## src/rtl/lsu_pkg.sv

```systemverilog
// rtl/lsu_pkg.sv - shared types, widths and lane helper for the load/store unit
// Purpose: operation and FSM state enums plus the default address/data widths.
// Contents: LSU_ADDR_W, LSU_DATA_W, lsu_op_e, lsu_state_e, lane_sel().
package lsu_pkg;

  localparam int LSU_ADDR_W = 9;
  localparam int LSU_DATA_W = 16;

  typedef enum logic [2:0] {
    LW  = 3'd0,
    LB  = 3'd1,
    LBU = 3'd2,
    SW  = 3'd3,
    SB  = 3'd4
  } lsu_op_e;

  typedef enum logic [1:0] {
    ST_IDLE     = 2'd0,
    ST_LOAD_RSP = 2'd1,
    ST_SB_MERGE = 2'd2
  } lsu_state_e;

  // Little-endian: address bit 0 picks the byte lane (0 = bits [7:0]).
  function automatic logic lane_sel(input logic [LSU_ADDR_W-1:0] addr);
    return addr[0];
  endfunction

endpackage

```

## src/rtl/lsu_byte_lane.sv

```systemverilog
// rtl/lsu_byte_lane.sv - byte extract/extend and byte merge for a 16-bit word
// Purpose: shared byte datapath for byte loads and byte-store read-modify-write.
// Ports: word (memory word), lane (byte select), sign_ext (1 = LB), byte_in (store byte),
//        ext_out (selected byte extended to 16 bits), merged (word with lane replaced).
module lsu_byte_lane
  import lsu_pkg::*;
(
  input  logic [LSU_DATA_W-1:0] word,
  input  logic                  lane,
  input  logic                  sign_ext,
  input  logic [7:0]            byte_in,
  output logic [LSU_DATA_W-1:0] ext_out,
  output logic [LSU_DATA_W-1:0] merged
);

  logic [7:0] sel;

  always_comb begin
    sel     = lane ? word[15:8] : word[7:0];
    ext_out = {{8{sign_ext & sel[7]}}, sel};
    merged  = lane ? {byte_in, word[7:0]} : {word[15:8], byte_in};
  end

endmodule

```

## src/rtl/load_store_unit.sv

```systemverilog
// rtl/load_store_unit.sv - CPU load/store bridge to a 1-cycle registered data memory
// Purpose: word/byte loads with extension, word stores, byte stores via read-modify-write.
// Ports: clk, rstn (async active-low), suspend_cpu (global freeze),
//        req_valid/req_op/req_addr/req_wdata/req_ready (CPU request),
//        rsp_valid/rsp_data (load result), err (misaligned or illegal op pulse),
//        mem_address/mem_write/mem_write_en/mem_read_en/mem_read (data memory).
module load_store_unit
  import lsu_pkg::*;
#(
  parameter int ADDR_W = LSU_ADDR_W,
  parameter int DATA_W = LSU_DATA_W
) (
  input  logic              clk,
  input  logic              rstn,
  input  logic              suspend_cpu,
  input  logic              req_valid,
  input  logic [2:0]        req_op,
  input  logic [ADDR_W-1:0] req_addr,
  input  logic [DATA_W-1:0] req_wdata,
  output logic              req_ready,
  output logic              rsp_valid,
  output logic [DATA_W-1:0] rsp_data,
  output logic              err,
  output logic [ADDR_W-2:0] mem_address,
  output logic [DATA_W-1:0] mem_write,
  output logic              mem_write_en,
  output logic              mem_read_en,
  input  logic [DATA_W-1:0] mem_read
);

  lsu_state_e        state_q, state_d;
  logic [2:0]        op_q;
  logic [ADDR_W-1:0] addr_q;
  logic [7:0]        wbyte_q;
  logic              err_q;

  logic              accept;
  logic              req_illegal;
  logic [DATA_W-1:0] lane_ext;
  logic [DATA_W-1:0] lane_merged;

  // Word ops need an even address; encodings above SB are undefined.
  always_comb begin
    req_illegal = (req_op > 3'(SB)) ||
                  (((req_op == 3'(LW)) || (req_op == 3'(SW))) && lane_sel(req_addr));
  end

  // Byte lane always looks at the captured request: both consumers (LOAD_RSP and
  // SB_MERGE) act on the memory word returned one cycle after the accept.
  lsu_byte_lane u_byte_lane (
    .word     (mem_read),
    .lane     (lane_sel(addr_q)),
    .sign_ext (op_q == 3'(LB)),
    .byte_in  (wbyte_q),
    .ext_out  (lane_ext),
    .merged   (lane_merged)
  );

  always_ff @(posedge clk or negedge rstn) begin
    if (!rstn) begin
      state_q <= ST_IDLE;
      op_q    <= '0;
      addr_q  <= '0;
      wbyte_q <= '0;
      err_q   <= 1'b0;
    end else if (!suspend_cpu) begin
      state_q <= state_d;
      err_q   <= accept & req_illegal;
      if (accept) begin
        op_q    <= req_op;
        addr_q  <= req_addr;
        wbyte_q <= req_wdata[7:0];
      end
    end
  end

  always_comb begin
    state_d      = state_q;
    accept       = 1'b0;
    req_ready    = 1'b0;
    rsp_valid    = 1'b0;
    rsp_data     = '0;
    mem_address  = '0;
    mem_write    = '0;
    mem_write_en = 1'b0;
    mem_read_en  = 1'b0;

    case (state_q)
      ST_IDLE: begin
        req_ready = !suspend_cpu;
        accept    = req_valid & !suspend_cpu;
        if (accept && !req_illegal) begin
          mem_address = req_addr[ADDR_W-1:1];
          if (req_op == 3'(SW)) begin
            mem_write_en = 1'b1;
            mem_write    = req_wdata;
          end else begin
            mem_read_en = 1'b1;
            state_d     = (req_op == 3'(SB)) ? ST_SB_MERGE : ST_LOAD_RSP;
          end
        end
      end

      ST_LOAD_RSP: begin
        mem_address = addr_q[ADDR_W-1:1];
        // Memory holds mem_read across suspend, so completion simply waits.
        if (!suspend_cpu) begin
          rsp_valid = 1'b1;
          rsp_data  = (op_q == 3'(LW)) ? mem_read : lane_ext;
          state_d   = ST_IDLE;
        end
      end

      ST_SB_MERGE: begin
        mem_address = addr_q[ADDR_W-1:1];
        if (!suspend_cpu) begin
          mem_write_en = 1'b1;
          mem_write    = lane_merged;
          state_d      = ST_IDLE;
        end
      end

      default: state_d = ST_IDLE;
    endcase
  end

  assign err = err_q;

endmodule

```

## config.mk

```make
export PLATFORM = sky130hd
export DESIGN_NAME = load_store_unit
export DESIGN_NICKNAME = d
export VERILOG_FILES = /design/src/rtl/lsu_pkg.sv /design/src/rtl/lsu_byte_lane.sv /design/src/rtl/load_store_unit.sv
export SDC_FILE = /design/constraint.sdc
export NUM_CORES = 1
export LEC_CHECK = 0
export CAP_MARGIN = 30
export CORE_ASPECT_RATIO = 1.1
export CORE_MARGIN = 1.5
export CORE_UTILIZATION = 36
export CTS_CLUSTER_SIZE = 10
export DETAILED_ROUTE_END_ITERATION = 7
export PLACE_DENSITY_LB_ADDON = 0.2
export SETUP_SLACK_MARGIN = 0.02
export SYNTH_ARGS = -nofsm -noshare
export SYNTH_HDL_FRONTEND = slang
export SYNTH_SLANG_ARGS = --single-unit
```

## constraint.sdc

```tcl
create_clock -name clk -period 1.9 [get_ports clk]
set_input_delay 0.38 -clock clk [delete_from_list [all_inputs] [get_ports clk]]
set_output_delay 0.38 -clock clk [all_outputs]
set_load 0.02 [all_outputs]
```

After elaboration in Yosys (flattened, before gate mapping)
Cells that the tools add are included.
{"block": "totals", "inputBits": 48, "ff_bits": 23, "elab_cells": 54, "out_inout_bits": 45}
{"block": "classes", "n_bitwise": 4, "magnitude_cmp": 1, "n_reduce_logical": 12, "n_eq_ne": 7, "n_mux": 25}
{"op": "$mux 16", "count": 7}
{"op": "$pmux 16 s2", "count": 1}
{"op": "$mux 8", "count": 2}
{"op": "$pmux 8 s2", "count": 1}
{"op": "$mux 1", "count": 9}
{"op": "$mux 2", "count": 4}
{"op": "$logic_not 3->1", "count": 2}
{"op": "$ne 2x2->1 const B", "count": 2}
{"op": "$and 1x1->1", "count": 3}
{"op": "$eq 3x1->1 const B", "count": 1}
{"op": "$eq 3x2->1 const B", "count": 1}
{"op": "$eq 3x3->1 const B", "count": 1}
{"op": "$gt 3x3->1 const B", "count": 1}
{"op": "$reduce_and 3->1", "count": 1}
{"op": "$eq 2x1->1 const B", "count": 1}
{"op": "$eq 2x2->1 const B", "count": 1}
{"op": "$logic_and 1x1->1", "count": 2}
{"op": "$logic_not 1->1", "count": 2}
{"op": "$logic_not 2->1", "count": 1}
{"op": "$logic_or 1x1->1", "count": 2}
{"op": "$pmux 1 s2", "count": 1}
{"op": "$reduce_and 2->1", "count": 1}
{"op": "$reduce_or 2->1", "count": 1}
{"op": "$not 1->1", "count": 1}

Longest topological paths before layout
Gate-level depths: netlist of run 1.
{"block": "depth", "word_depth": 8, "depth_mapped": 8, "mapped_depth_nobuf": 6}

Cells and area by module
From an unflattened synthesis of run 1, not the netlist that was laid out.
{"block": "unflattened", "cells_unflattened": 253, "hier_area_um2": 1955.6}
{"mod": "load_store_unit", "cells_each": 218, "seq_area_each_um2": 575.6, "area_each_um2": 1582.8, "instances": 1}
{"mod": "lsu_byte_lane", "cells_each": 35, "seq_area_each_um2": 0.0, "area_each_um2": 372.9, "instances": 1}

Least setup slack after synthesis of run 1
OpenSTA, ideal clock, no wires.
{"block": "synth_timing", "path_type": "register to output", "from": "register state_q[0]", "to": "output mem_write[0]", "arrival_ns": 1.883, "stages_incl_launch_ff": 9, "setup_slack_ns": -0.363, "cell_sequence": "dfrtp_1 -> inv_1 -> ha_1 -> nor2b_1 -> and2_1 -> and3_1 -> buf_6 -> buf_12 -> o2bb2ai_2"}
{"block": "synth_via", "elab_chain_cells": 2}
{"item": "start: declaration", "line": "load_store_unit.sv:31", "text": "lsu_state_e state_q, state_d;"}
{"item": "start signal: assignment", "line": "load_store_unit.sv:67", "text": "state_q <= state_d;"}
{"item": "$eq 2x2->1 / $logic_not 2->1 (equally long branches)", "line": "load_store_unit.sv:88", "text": "case (state_q)"}
{"item": "$pmux 16 s2 *", "line": "load_store_unit.sv:88"}
{"item": "end: declaration", "line": "load_store_unit.sv:25", "text": "output logic [DATA_W-1:0] mem_write,"}
Every way passes the cells marked *; elsewhere a longest branch is shown, timed or not.

Worst setup path in the final report of run 1
{"block": "layout_timing", "from": "register state_q[1]", "to": "output mem_write[5]"}
The elaborated chain is that of the path after synthesis.

==> results of run 1 <==
==> worst min-delay path, stage by stage <==
cell and delay (ps):
buf_2 140, nand2_1 90, nand2_1 50
==> repair_timing <==
item / CTS / global route
resized for setup: 255 / 47
gates cloned: 3 / 0
buffers inserted: 4 / 3
hold buffers: 0 / 0
pin swaps: 14 / 8
setup endpoints to repair: 44 / 44
==> cell families (layout without fill, tap and decap cells) <==
group	Yosys count	in the layout	synth area share
fa+ha+maj	4	4	0.0275
mux	17	17	0.0935
compound gates	50	50	0.256
simple gates	104	104	0.247
flops	23	23	0.316
buf+inv	21	145	0.0598
==> registers in the layout (all words and copies together), names as in the netlist <==
| register | flops |
|---|---|
| addr_q | 9 |
| err | 1 |
| op_q | 3 |
| state_q | 2 |
| wbyte_q | 8 |
==> metrics by stage <==
step | cell area (µm²) | hold WS (ps) | power [µW] | instances | utilization
after floorplan | 2040 | 84.4 | 2080 | 219 | -
after global placement | 3240 | 461 | 2920 | 386 | 0.681
after detailed placement | 3240 | 468 | 2980 | 386 | 0.681
after CTS | 3470 | 427 | 3440 | 397 | 0.731
after global routing | 3580 | 432 | 3890 | 399 | 0.754
final | 3580 | 436 | 3680 | 399 | 0.754
==> path summary, 6_finish.rpt <==
kind / from / end / slack [ps]
worst max-delay path: state_q[1] / mem_write[5] / -290
worst min-delay path: req_op[2] / op_q[2] / 440
worst max register to register: state_q[1] / wbyte_q[3] / 340
worst min register to register: err / err / 490
max in group asynchronous: rstn / wbyte_q[7] / 1190
min in group asynchronous: rstn / addr_q[7] / 470
==> cells in the final DEF, fill, tap and decap left out, types with 4 or more instances in the layout <==
master | synthesis | routed
o21a_2 | 0 | 8
nand3_1 | 7 | 7
mux2i_1 | 17 | 16
buf_2 | 4 | 5
nor2_2 | 0 | 8
nand2_2 | 0 | 4
a32oi_2 | 0 | 8
o2bb2ai_2 | 10 | 4
buf_4 | 0 | 48
dfrtp_1 | 23 | 23
o2bb2ai_4 | 0 | 12
clkdlybuf4s50_1 | 0 | 43
buf_12 | 1 | 5
nand2_1 | 71 | 66
buf_6 | 1 | 32
a21oi_2 | 0 | 7
==> cell type report <==
| cell class | instances | share of cell area |
|---|---|---|
| clock buffer | 4 | 0.0126 |
| inverter | 3 | 0.00314 |
| multi-input combinational | 175 | 0.427 |
| sequential | 23 | 0.161 |
| tap | 56 | 0.0196 |
| timing repair buffer | 138 | 0.377 |
==> routing by layer <==
| metal | vias to the layer above | GRT usage | routed length, µm |
|---|---|---|---|
| met4 | 0 | 0.0660 | 66 |
| met5 | - | 0 | 0 |
| met2 | 70 | 0.454 | 3740 |
| met1 | 1045 | 0.282 | 2720 |
| li1 | 1021 | - | - |
| met3 | 6 | 0.0312 | 321 |
==> power by group <==
| group | total, µW | switching (µW) | internal, µW |
|---|---|---|---|
| Clock | 302 | 152 | 149 |
| Sequential | 881 | 174 | 707 |
| Combinational | 2500 | 1310 | 1190 |
| Total | 3680 | 1640 | 2040 |
==> metrics.csv, run 1 <==
metric;value;unit
fmax;0.457;GHz
finalCritPeriodShare;1.15;
drive_gt1_frac;0.475;
crit_slowest_cell;dfrtp_1;
p_per_area;1030;nW/µm²
clk_pin_slew;80;ps
finalSetupViolCount;42;
drtIter0Drc;81;
via_per_inst;5.37;
initial_utilization;0.383;
port_buffers;92;
diodes;0;
detail_route.wl_per_cell;17.2;µm
synth_area_leader_cell;dfrtp_1;
hold_viol;0;
seqCellArea;576;µm²
ant_nets;0;
reg2regPathDepth;10;
numCtsBuffers;3;
yosysSeqAreaShare;0.316;
multi_input_area;1530;µm²
critPathRequiredTime;1520;ps
yosysUniqueCellTypes;34;
synth-edff-count;0;
tns;-8920;ps
final_max_slew_viol_count;0;
violations;negative setup slack;
yosys.area.top_type_share;0.316;
synth_flop_cell;dfrtp_1;
syn_nets;271;
root_buffer;clkbuf_8;
setup_slack;-287;ps
synth_cells;219;
clockBufferDepth;2;
syn2layout_area_growth;96.8;%
place_ws;-1060;ps
crit_path_end_kind;output port;
n_fill_cell;330;
firstDrtPassIters;4;
antenna_found_initial;0;
min_period;2190;ps
insertion_delay;260;ps
overflow;0;
cp_num_buf_inv;3;
syn_area_per_cell;8.31;µm²
grt_pass1_wl;10800;µm
async_reset_ff_frac;1.00;
synth_seq_cells;23;
cts_tree;done;
cts-htree-levels;1;
rows;26;
tightest_slew;440;ps
dp_hpwl;4690;µm
grt_pass1_vias;2216;
route.detailed.drc;0;
drt-total-wl;6850;µm
grt_max_degree;24;
start_kind;register;
path_class;register to output port;
grt_util_all_layers;0.241;
die_w;70.8;µm
gp_congestion;0.799;
clock_skew;2.70;ps
rsz0062_at_grt;true;
drv_cap;0;
worstPathMaxFanout;9;
crit_path_max_incr_delay;400;ps
dr_total_vias;2142;
cp_top_family;simple AND/OR/NAND/NOR gates;
whs_path_depth;3;
synth_common_cells;nand2_1, dfrtp_1, mux2i_1;
worst_ir_drop_vdd;0.000674;V
cp.arrival;1810;ps
fp.dieH;77.6;µm
nets;396;
synth_warnings;0;
core;4750;µm²
syn_area;1820;µm²
path_cells;inv_2 -> ha_4 -> nor2b_4 -> and2_4 -> and3_4 -> buf_12 -> o2bb2ai_4 -> buf_6;
post-synth-top-count-cell;nand2_1;
relSlewSlack;0.707;
ioPinCount;93;
clock-sinks;23;
die-area;5490;µm²
power_leakage;0.00163;µW
hold_path_class;primary input to register;
outcome;finished with violations;
cp.depth;8;
synth_area_leaders;dfrtp_1, nand2_1, mux2i_1, o2bb2ai_2, a32oi_1;
(Power assumes the default switching activity.)
==> run 2, diff against run 1 <==
Settings changed: ABC_AREA set to 1.
==> run 2 against run 1 <==
Compared with the run above: critical endpoint is now mem_address[2]; clock power up 4%; count of clock-buffer cells in the layout unchanged; the flow still finishes with violations (negative setup slack); maximum frequency up 8.0%; highest routed layer unchanged; sequential share of layout area up 0.47 points; power up 2.2%; die area down 0.32%.
==> metrics.csv, run 2 <==
metric;value;unit
path_cells;inv_2 -> ha_4 -> buf_12 -> nand2_8 -> buf_8 -> nor2_2 -> nand2_1 -> a21oi_1 -> buf_4;
grt_util_all_layers;0.240;
timing.rr.start;state_q[0];
n_fill_cell;387;
r2r_slack;270;ps
synth_common_cells;nor2_1, nand2_1, o21ai_0;
initial_utilization;0.382;
fmax;0.494;GHz
final_max_slew_viol_count;0;
top_register;addr_q;
critPathRequiredTime;1520;ps
die_w;70.7;µm
power_leakage;0.00172;µW
synth_area_leader_cell;dfrtp_1;
total_power;3760;µW
synth_area_leaders;dfrtp_1, nor2_1, nand2_1, o21ai_0, inv_1;
worst_ir_drop_vdd;0.000763;V
clk_pin_slew;90;ps
rows;26;
synth_cells;282;
syn_area_per_cell;6.43;µm²
hold_path_class;primary input to register;
clock-sinks;23;
cts-htree-levels;1;
yosys.area.top_type_share;0.317;
crit_path_start;state_q[0];
violations;negative setup slack;
dr_total_vias;2435;
root_buffer;clkbuf_8;
crit_path_end;mem_address[2];
r2r-end;addr_q[2];
largest_register_ffs;9;
min_period;2030;ps
tightest_slew;434;ps
yosysUniqueCellTypes;27;
wl_met3;463;µm
crit_slowest_cell;dfrtp_1;
port_buffers;92;
via_per_inst;5.00;
overflow;0;
drv_cap;0;
gp_congestion;0.854;
wl_met1;2730;µm
synth_flop_cell;dfrtp_1;
antenna_found_initial;0;
worstPathMaxFanout;9;
crit_path_end_kind;output port;
grt_pass1_wl;10700;µm
clockBufferDepth;2;
post-synth-top-count-cell;nor2_1;
detail_route.wl_per_cell;14.0;µm
relSlewSlack;0.710;
layout_common_cells;buf_4, nand2_1, nor2_1;
top_regs;addr_q (9), wbyte_q (8), op_q (3);
drtIter0Drc;119;
synth-edff-count;0;
crit_path_max_incr_delay;400;ps
cts_tree;done;
synth_warnings;0;
firstDrtPassIters;4;
top_layer;met4;
ant_nets;0;
wl_met2;3570;µm
synth_seq_cells;23;
fp.dieH;77.5;µm
ioPinCount;93;
diodes;0;
die-area;5470;µm²
nets;484;
finalCritPeriodShare;1.07;
dp_hpwl;4790;µm
route.detailed.drc;0;
hold_viol;0;
final_common_cell;buf_4;
reg2regPathDepth;10;
drt-total-wl;6830;µm
path_class;register to output port;
syn_area;1810;µm²
clock_skew;6.77;ps
start_kind;register;
grt_max_degree;25;
p_per_area;1080;nW/µm²
rsz0062_at_grt;true;
setup_slack;-125;ps
finalSetupViolCount;39;
numCtsBuffers;3;
syn_nets;334;
cp.arrival;1650;ps
grt_pass1_vias;2348;
drive_gt1_frac;0.413;
hold_buffers;0;
core;4750;µm²
async_reset_ff_frac;1.00;
outcome;finished with violations;
dp.cells;466;
syn2layout_area_growth;91.9;%
yosysSeqAreaShare;0.317;
final-instance-count-excl-fill;487;
insertion_delay;270;ps
[run 2: logic make-up after synthesis]
family	after synthesis	share of synthesized area
flops	23	0.317
simple gates	128	0.295
buf+inv	49	0.114
fa+ha+maj	4	0.0276
compound gates	78	0.246
[run 2: worst min path at each step]
| stage | startpoint | end | slack (ps) | cells past startpoint |
|---|---|---|---|---|
| finish | req_op[2] | state_q[0] | 450 | 4 |
| global route | req_op[2] | state_q[0] | 470 | 4 |
| CTS | req_op[2] | state_q[0] | 440 | 4 |
| detailed placement | addr_q[4] | addr_q[4] | 480 | 2 |
| global placement | addr_q[3] | addr_q[3] | 470 | 2 |
| floorplan | rstn | addr_q[0] | 80 | 0 |
[run 2: stage by stage]
stage | setup slack [ps] | TNS (ps) | util | instance area [µm²] | hold slack [ps]
2_1_floorplan | 70.0 | 0 | - | 1810 | 84.4
3_3_place_gp | -765 | -28010 | 0.659 | 3130 | 469
3_5_place_dp | -784 | -29090 | 0.659 | 3130 | 478
4_1_cts | -134 | -1700 | 0.705 | 3350 | 437
5_1_grt | -189 | -5160 | 0.733 | 3480 | 470
6_report | -125 | -2200 | 0.733 | 3480 | 455
[run 2: cell type report]
cell class | count | area (µm²) | share of cell area
clock buffers | 4 | 45.0 | 0.0129
inverters | 35 | 139 | 0.0399
multi-input cells | 210 | 1240 | 0.356
well taps | 56 | 70.1 | 0.0201
repair buffers | 159 | 1410 | 0.406
flip-flops and latches | 23 | 576 | 0.165
[run 2: metal layers]
layer,GRT usage,up-vias
met1,0.283,1137
met4,0.0491,0
met2,0.447,86
li1,-,1205
met3,0.0468,7
met5,0,-
[run 2: repair_timing]
action                                  CTS  global route
endpoints found under the setup margin   44            44
setup buffers                            12             4
gates cloned                              1             1
gates resized for setup                 295            45
pin swaps                                16            17
[run 2: where the power goes]
| group | internal (µW) | switching (µW) |
|---|---|---|
| Clock | 150 | 164 |
| Sequential | 726 | 178 |
| Combinational | 1180 | 1370 |
| Total | 2050 | 1710 |
[run 2: critical path: cells and delay by family, from the launching register on]
family                     cells  cell delay, ps
DFF                            1             400
AOI/OAI and AO/OA              1             120
adders and majority gates      1             170
and+or+nand+nor                3             200
buffers and inverters          4             480
